<file path="config.mk">
export PLATFORM = sky130hd
export DESIGN_NAME = flash_audio_reader
export DESIGN_NICKNAME = d
export VERILOG_FILES = /design/src/rtl/flash_audio_pkg.sv /design/src/rtl/flash_audio_reader.sv
export SDC_FILE = /design/constraint.sdc
export NUM_CORES = 1
export LEC_CHECK = 0
export CAP_MARGIN = 20
export CORE_MARGIN = 2
export CORE_UTILIZATION = 24
export DETAILED_ROUTE_END_ITERATION = 16
export PLACE_DENSITY_LB_ADDON = 0.05
export SLEW_MARGIN = 20
export SYNTH_ARGS = -nofsm -noshare
export SYNTH_HDL_FRONTEND = slang
export SYNTH_SLANG_ARGS = --single-unit
</file>
<file path="constraint.sdc">
create_clock -name clk -period 2.7 [get_ports clk]
set_input_delay 0.54 -clock clk [delete_from_list [all_inputs] [get_ports clk]]
set_output_delay 0.54 -clock clk [all_outputs]
set_load 0.02 [all_outputs]
</file>
<file path="src/rtl/flash_audio_pkg.sv">
// Shared types and defaults for the flash audio sample reader.
// Holds the FSM encoding, parameter defaults and the overrun-state predicate.
`timescale 1ns/1ps
package flash_audio_pkg;

   localparam int DEFAULT_ADDR_W   = 23;
   localparam int DEFAULT_SAMPLE_W = 16;

   typedef enum logic [2:0] {
      IDLE       = 3'd0,
      REQ        = 3'd1,
      WAIT_DATA  = 3'd2,
      OUT_FIRST  = 3'd3,
      HOLD       = 3'd4,
      OUT_SECOND = 3'd5,
      ADVANCE    = 3'd6
   } state_t;

   // States where the reader cannot accept a new sample tick, so a play tick is lost.
   function automatic logic tick_overruns(input state_t s);
      return (s == REQ) || (s == WAIT_DATA) || (s == OUT_FIRST) ||
             (s == OUT_SECOND) || (s == ADVANCE);
   endfunction

endpackage

</file>
<file path="src/rtl/flash_audio_reader.sv">
// Fetches one 2-sample word from flash per pair of sample ticks and plays its halves
// in forward or backward order, then pulses the address generator for the next word.
`timescale 1ns/1ps
module flash_audio_reader
   import flash_audio_pkg::*;
#(
   parameter int ADDR_W   = DEFAULT_ADDR_W,
   parameter int SAMPLE_W = DEFAULT_SAMPLE_W
) (
   input  logic                  clk,
   input  logic                  reset_n,
   input  logic                  sample_tick,
   input  logic [1:0]            direction,
   input  logic [ADDR_W-1:0]     address,
   output logic                  advance,
   output logic                  flash_read,
   output logic [ADDR_W-1:0]     flash_address,
   input  logic                  flash_waitrequest,
   input  logic [2*SAMPLE_W-1:0] flash_readdata,
   input  logic                  flash_readdatavalid,
   output logic [SAMPLE_W-1:0]   audio_data,
   output logic                  audio_valid,
   output logic                  overrun
);

   localparam int WORD_W = 2 * SAMPLE_W;

   state_t              state_reg,       state_next;
   logic [ADDR_W-1:0]   addr_reg,        addr_next;
   logic                backward_reg,    backward_next;
   logic [WORD_W-1:0]   word_reg,        word_next;
   logic [SAMPLE_W-1:0] audio_data_reg,  audio_data_next;
   logic                audio_valid_reg, audio_valid_next;
   logic                advance_reg,     advance_next;
   logic                flash_read_reg,  flash_read_next;
   logic                overrun_reg,     overrun_next;

   logic play_tick;
   logic [SAMPLE_W-1:0] rd_lo, rd_hi, word_lo, word_hi;

   assign play_tick = sample_tick && direction[1];
   assign rd_lo     = flash_readdata[SAMPLE_W-1:0];
   assign rd_hi     = flash_readdata[WORD_W-1:SAMPLE_W];
   assign word_lo   = word_reg[SAMPLE_W-1:0];
   assign word_hi   = word_reg[WORD_W-1:SAMPLE_W];

   always_ff @(posedge clk) begin
      if (!reset_n) begin
         state_reg       <= IDLE;
         addr_reg        <= '0;
         backward_reg    <= 1'b0;
         word_reg        <= '0;
         audio_data_reg  <= '0;
         audio_valid_reg <= 1'b0;
         advance_reg     <= 1'b0;
         flash_read_reg  <= 1'b0;
         overrun_reg     <= 1'b0;
      end else begin
         state_reg       <= state_next;
         addr_reg        <= addr_next;
         backward_reg    <= backward_next;
         word_reg        <= word_next;
         audio_data_reg  <= audio_data_next;
         audio_valid_reg <= audio_valid_next;
         advance_reg     <= advance_next;
         flash_read_reg  <= flash_read_next;
         overrun_reg     <= overrun_next;
      end
   end

   // Outputs are computed from the next state so every registered output
   // appears exactly one cycle after the input event that causes it.
   always_comb begin
      state_next       = state_reg;
      addr_next        = addr_reg;
      backward_next    = backward_reg;
      word_next        = word_reg;
      audio_data_next  = audio_data_reg;
      audio_valid_next = 1'b0;
      advance_next     = 1'b0;
      overrun_next     = overrun_reg || (play_tick && tick_overruns(state_reg));

      case (state_reg)
         IDLE: begin
            if (play_tick) begin
               state_next    = REQ;
               addr_next     = address;
               backward_next = direction[0];
            end
         end
         REQ: begin
            if (!flash_waitrequest) begin
               state_next = WAIT_DATA;
            end
         end
         WAIT_DATA: begin
            if (flash_readdatavalid) begin
               state_next       = OUT_FIRST;
               word_next        = flash_readdata;
               audio_valid_next = 1'b1;
               audio_data_next  = backward_reg ? rd_hi : rd_lo;
            end
         end
         OUT_FIRST: begin
            state_next = HOLD;
         end
         HOLD: begin
            if (play_tick) begin
               state_next       = OUT_SECOND;
               audio_valid_next = 1'b1;
               audio_data_next  = backward_reg ? word_lo : word_hi;
            end
         end
         OUT_SECOND: begin
            state_next   = ADVANCE;
            advance_next = 1'b1;
         end
         ADVANCE: begin
            state_next = IDLE;
         end
         default: begin
            state_next = IDLE;
         end
      endcase

      flash_read_next = (state_next == REQ);
   end

   assign advance       = advance_reg;
   assign flash_read    = flash_read_reg;
   assign flash_address = addr_reg;
   assign audio_data    = audio_data_reg;
   assign audio_valid   = audio_valid_reg;
   assign overrun       = overrun_reg;

endmodule
</file>
==> results of run 1 <==
cells by family (layout without fill, tap and decap cells):
group	after synthesis	in the layout	share of synthesized area (%)
buf+inv	35	130	5.42
compound gates	107	107	19.2
simple gates	105	105	15.9
flops	79	79	47.9
mux	16	16	11.6
metrics by stage:
| stage | total power, mW | setup slack, ns | util (%) | area [um2] | std cells |
|---|---|---|---|---|---|
| global placement | 1.60 | 0.581 | 33.7 | 4490 | 600 |
| floorplan | 1.41 | 1.02 | - | 3300 | 342 |
| global route | 2.79 | 0.515 | 35.6 | 4750 | 613 |
| CTS | 2.72 | 0.631 | 35.6 | 4750 | 613 |
| finish | 2.66 | 0.675 | 35.6 | 4750 | 613 |
| detailed placement | 1.60 | 0.565 | 33.7 | 4490 | 600 |
report_power, final:
part	leakage, nW	switching (mW)	total [mW]	internal (mW)
Clock	0.121	0.461	1.09	0.633
Combinational	0.852	0.155	0.340	0.184
Sequential	0.640	0.0263	1.23	1.20
routing by layer:
metal | up-vias | share of wire (%)
li1 | 1411 | -
met1 | 1330 | 45
met2 | 84 | 46
met3 | 12 | 7.9
met4 | 0 | 1.9
met5 | - | 0
cells in the final DEF (no fill, tap or decap), types with 2 or more instances in the layout:
cell,Yosys,routed
clkdlybuf4s50_1,0,104
a31oi_1,2,2
a22o_2,4,4
clkbuf_1,15,2
a22o_1,12,12
mux4_1,6,6
clkbuf_16,0,9
nand3b_1,2,2
nand3_1,24,24
and3b_1,2,2
nand2_1,65,65
mux4_2,10,10
dfxtp_1,79,79
a21oi_1,58,58
inv_1,2,2
nor2_1,2,2
buf_12,0,2
buf_4,1,8
o21ai_0,25,25
critical path, delay by kind of cell, from the launching register on:
kind	cells	cell delay, ns
and+or+nand+nor	1	0.48
DFF	1	0.60
muxes	1	0.62
AOI/OAI and AO/OA	1	0.22
worst paths after layout:
path	startpoint	end	slack (ns)	cells past startpoint
min	word_reg[15]$_SDFFE_PN0P_	word_reg[15]$_SDFFE_PN0P_	0.45	2
max	state_reg[2]$_SDFF_PN0_	audio_data[3]$_SDFFE_PN0P_	0.68	3
max reg2reg	state_reg[2]$_SDFF_PN0_	audio_data[3]$_SDFFE_PN0P_	0.68	3
min reg2reg	word_reg[15]$_SDFFE_PN0P_	word_reg[15]$_SDFFE_PN0P_	0.45	2
final cells by class:
| type | instances | area, um2 |
|---|---|---|
| clock buffer | 12 | 246 |
| clock inverter | 1 | 7.51 |
| fill | 1355 | 8600 |
| inverter | 3 | 11.3 |
| multi-input combinational | 228 | 1540 |
| sequential | 79 | 1580 |
| tap | 176 | 220 |
| timing repair buffer | 114 | 1140 |
==> impl_metrics.toml, run 1 <==
[clock_network]
clock_path_buffers = 2
clk_pin_slew_ns = 0.06
ctsHtreeMaxLevel = 3
clock_latency_ns = 0.34
ctsResizeCount = 0
clkSinkCount = 79
post-cts-setup-buffers = 0
ctsRootBufferMaster = "clkbuf_16"
hold_buffers = 0
numCtsBuffers = 9
cts_tree = "built"

[finish]
drive_above_1_share_pct = 9.84
insertedDiodeCount = 0
nets = 497
largest_reg_flops = 32
syn_to_final_growth_pct = 43.9

[synth]
async_flop_share_pct = 0
ys.flop_type = "dfxtp_1"
yosysTopAreaCellShare_pct = 47.9
yosysTopAreaCell = "dfxtp_1"
yosysSeqAreaShare_pct = 47.9
ys_top_cells_by_area = "dfxtp_1 48%, a21oi_1 8.8%, nand2_1 7.4%, mux4_2 6.8%, mux4_1 4.8%"
synth_most_common_cell = "dfxtp_1"
synth_cell_types = 36
ys_ff_latch = 79
syn_inst = 342
netlist_area_um2 = 3300
synth.avg_cell_area_um2 = 9.65
yosysWarningCount = 0
synth_edf_count = 0
synth_common_cells = "79 x dfxtp_1, 65 x nand2_1, 58 x a21oi_1, 25 x o21ai_0, 24 x nand3_1"
syn_nets = 404

[die]
initial_utilization_pct = 24.7
die_area_um2 = 14700
core_area_um2 = 13300
die_w_um = 121
die_h_um = 121
rows = 42
pin_count = 105

[grt]
antenna_found_initial = 0
busiest_layer = "met2"
grt_use_met1_pct = 15.8
grt_max_degree = 61
met3_usage_pct = 5.92
grt_use_met2_pct = 21.6
grt_pass1_vias = 2856
grt_use_total_pct = 13.5
grt_pass1_wl_mm = 15.1
overflow = 0

[route]
via_per_inst = 4.63
dr_total_vias = 2837
wl_mm = 9.41
drc = 0
routedWlPerCell_um = 15.4
drtAntennaViolNets = 0
first_pass_iters = 4
drt_iter0_markers = 118

[sta]
final.setup_skew_ns = 0.00612
finalMaxSlewViolations = 0
tightestPinTransition_ns = 0.586
hold-worst-slack_ns = 0.449
hold_viol = 0
rsz0062_at_grt = "no"
fmax_ghz = 0.494
slew_headroom_pct = 60.9
tns_ns = 0
setup-violations-final = 0
finalCritPeriodShare_pct = 75.0
fin_crit_ns = 2.02

[setup_path]
crit_chain = "nor3b_4 > mux4_1 > a22o_2"
critPathRequiredTime_ns = 2.93
crit_fanout = 14
critPathKind = "register to register"
startpoint_type = "register"
worstPathArrival_ns = 2.26
cp_slowest_cell = "mux4_1"
worst_path_largest_cell_delay_ns = 0.62
crit_path_end_kind = "register"

[placed_design]
gp_congestion = 0.741
portBuffers = 104
dp_hpwl_mm = 5.93

[power_and_ir_drop]
ir_drop_mv = 0.398
p_per_area_nw_per_um2 = 561
leakage_nw = 1.61

[status]
status = "complete, no violations"

[run]
max_cap_viol_count = 0

[min_path]
hp-class = "register to register"
No activity file was read; power rests on OpenSTA's default activity.
==> inputs of run 2 (changes only) <==
clock period = 1.9 ns   (was 2.7 ns; I/O delays follow)
==> run 2 against run 1 <==
Effect of this change:
- sequential share of layout area fell by 0.68 points
- combinational power is 51% higher
- cell area grew 2.1%
- final cell count grew 2.0%
- sequential cell count unchanged
- via count decreased by 0.18%
- wire length up 0.49%
- global-route usage about the same
- clock-buffer cell count shrank 1
- utilization grew 0.74 points
- first-iteration DRC count decreased by 2.5%
- clock skew is 0.00072 ns lower
==> impl_metrics.toml, run 2 (synthesis results as in run 1) <==
[clock_network]
ctsResizeCount = 0
clkSinkCount = 79
ctsRootBufferMaster = "clkbuf_16"
numCtsBuffers = 9
clk_pin_slew_ns = 0.06
post-cts-setup-buffers = 0
hold_buffers = 0
ctsHtreeMaxLevel = 3
cts_tree = "built"
clock_latency_ns = 0.34
clock_path_buffers = 2

[grt]
antenna_found_initial = 0
overflow = 0
grt_pass1_wl_mm = 15.1
grt_max_degree = 34
grt_use_total_pct = 13.5
grt_pass1_vias = 2791

[route]
dr_total_vias = 2832
drt_iter0_markers = 115
drc = 0
routedWlPerCell_um = 15.1
drtAntennaViolNets = 0
first_pass_iters = 4
wl_mm = 9.46
via_per_inst = 4.53

[die]
initial_utilization_pct = 24.7
core_area_um2 = 13300
die_h_um = 121
pin_count = 105
die_w_um = 121
rows = 42
die_area_um2 = 14700

[finish]
largest_reg_flops = 32
fillers = 1382
drive_above_1_share_pct = 12.5
regArea_um2 = 1580
nets = 507
layout_common_cells = "104 x clkdlybuf4s50_1, 79 x dfxtp_1, 65 x nand2_1, 58 x a21oi_1, 25 x o21ai_0"
syn_to_final_growth_pct = 46.9
multi_input_area_um2 = 1540
layout_commonest_cell = "clkdlybuf4s50_1"
insertedDiodeCount = 0

[setup_path]
cp_slowest_cell = "clkdlybuf4s50_1"
critPathKind = "register to output port"
startpoint_type = "register"
cp.buffers_inverters = 1
worst_path_largest_cell_delay_ns = 0.62
critPathRequiredTime_ns = 1.52
crit_chain = "clkdlybuf4s50_1"
crit_path_end_kind = "output port"
cp_top_family = "buffers and inverters"
worstPathArrival_ns = 1.33
crit_fanout = 2

[min_path]
hp-class = "register to register"

[sta]
fin_crit_ns = 1.71
slew_headroom_pct = 69.5
hold_viol = 0
final.setup_skew_ns = 0.00540
fmax_ghz = 0.584
finalCritPeriodShare_pct = 90.1
setup-violations-final = 0
tns_ns = 0
tightestPinTransition_ns = 0.458
finalMaxSlewViolations = 0
rsz0062_at_grt = "no"

[placed_design]
portBuffers = 104
dp_hpwl_mm = 6.21
gp_congestion = 0.693

[run]
max_cap_viol_count = 0

[power_and_ir_drop]
leakage_nw = 1.68
ir_drop_mv = 0.522
p_per_area_nw_per_um2 = 790
p_total_mw = 3.83

[status]
status = "complete, no violations"
-- run 2: where the power goes --
part	switching, mW	total (mW)	internal, mW
sequential	0.0253	1.73	1.71
combinational	0.236	0.514	0.278
clock	0.677	1.58	0.906
total	0.938	3.83	2.89
-- run 2: stage by stage --
stage,cell area [um2],setup slack [ns],util [%],cells,hold slack (ns)
after floorplan,3300,0.215,-,342,0.432
after detailed placement,4580,-0.00534,34.3,610,0.444
after global routing,4850,0.127,36.3,625,0.468
after global placement,4580,0.0179,34.3,610,0.438
after CTS,4850,0.171,36.3,625,0.453
final,4850,0.187,36.3,625,0.448
-- run 2: worst paths after layout --
kind / slack (ns) / endpoint / from / cells after the start
setup / recovery: 0.19 / audio_data[15] / audio_data[15]$_SDFFE_PN0P_ / 1
hold / removal: 0.45 / word_reg[16]$_SDFFE_PN0P_ / word_reg[16]$_SDFFE_PN0P_ / 2
setup reg to reg: 0.24 / audio_data[0]$_SDFFE_PN0P_ / state_reg[1]$_SDFF_PN0_ / 3
hold reg to reg: 0.45 / word_reg[16]$_SDFFE_PN0P_ / word_reg[16]$_SDFFE_PN0P_ / 2
-- run 2: worst reg2reg max path, cell delays in order, from the launching register on --
cell	delay, ns
dfxtp_1	0.33
nor3b_4	0.40
mux4_1	0.62
a22o_2	0.22
-- run 2: routing by layer --
layer / up-vias / global-route usage, % / wire [um]
li1: 1431 / - / -
met1: 1314 / 16.0 / 4140
met2: 83 / 22.0 / 4460
met3: 4 / 6.63 / 775
met4: 0 / 3.45 / 82
met5: - / 0 / 0
-- run 2: area by class of cell --
type	instances	share of cell area, %
inverters	3	0.232
clock inverters	4	0.465
well taps	176	4.54
repair buffers	124	25.4
multi-input cells	228	31.8
flip-flops and latches	79	32.6
clock buffers	11	5.01
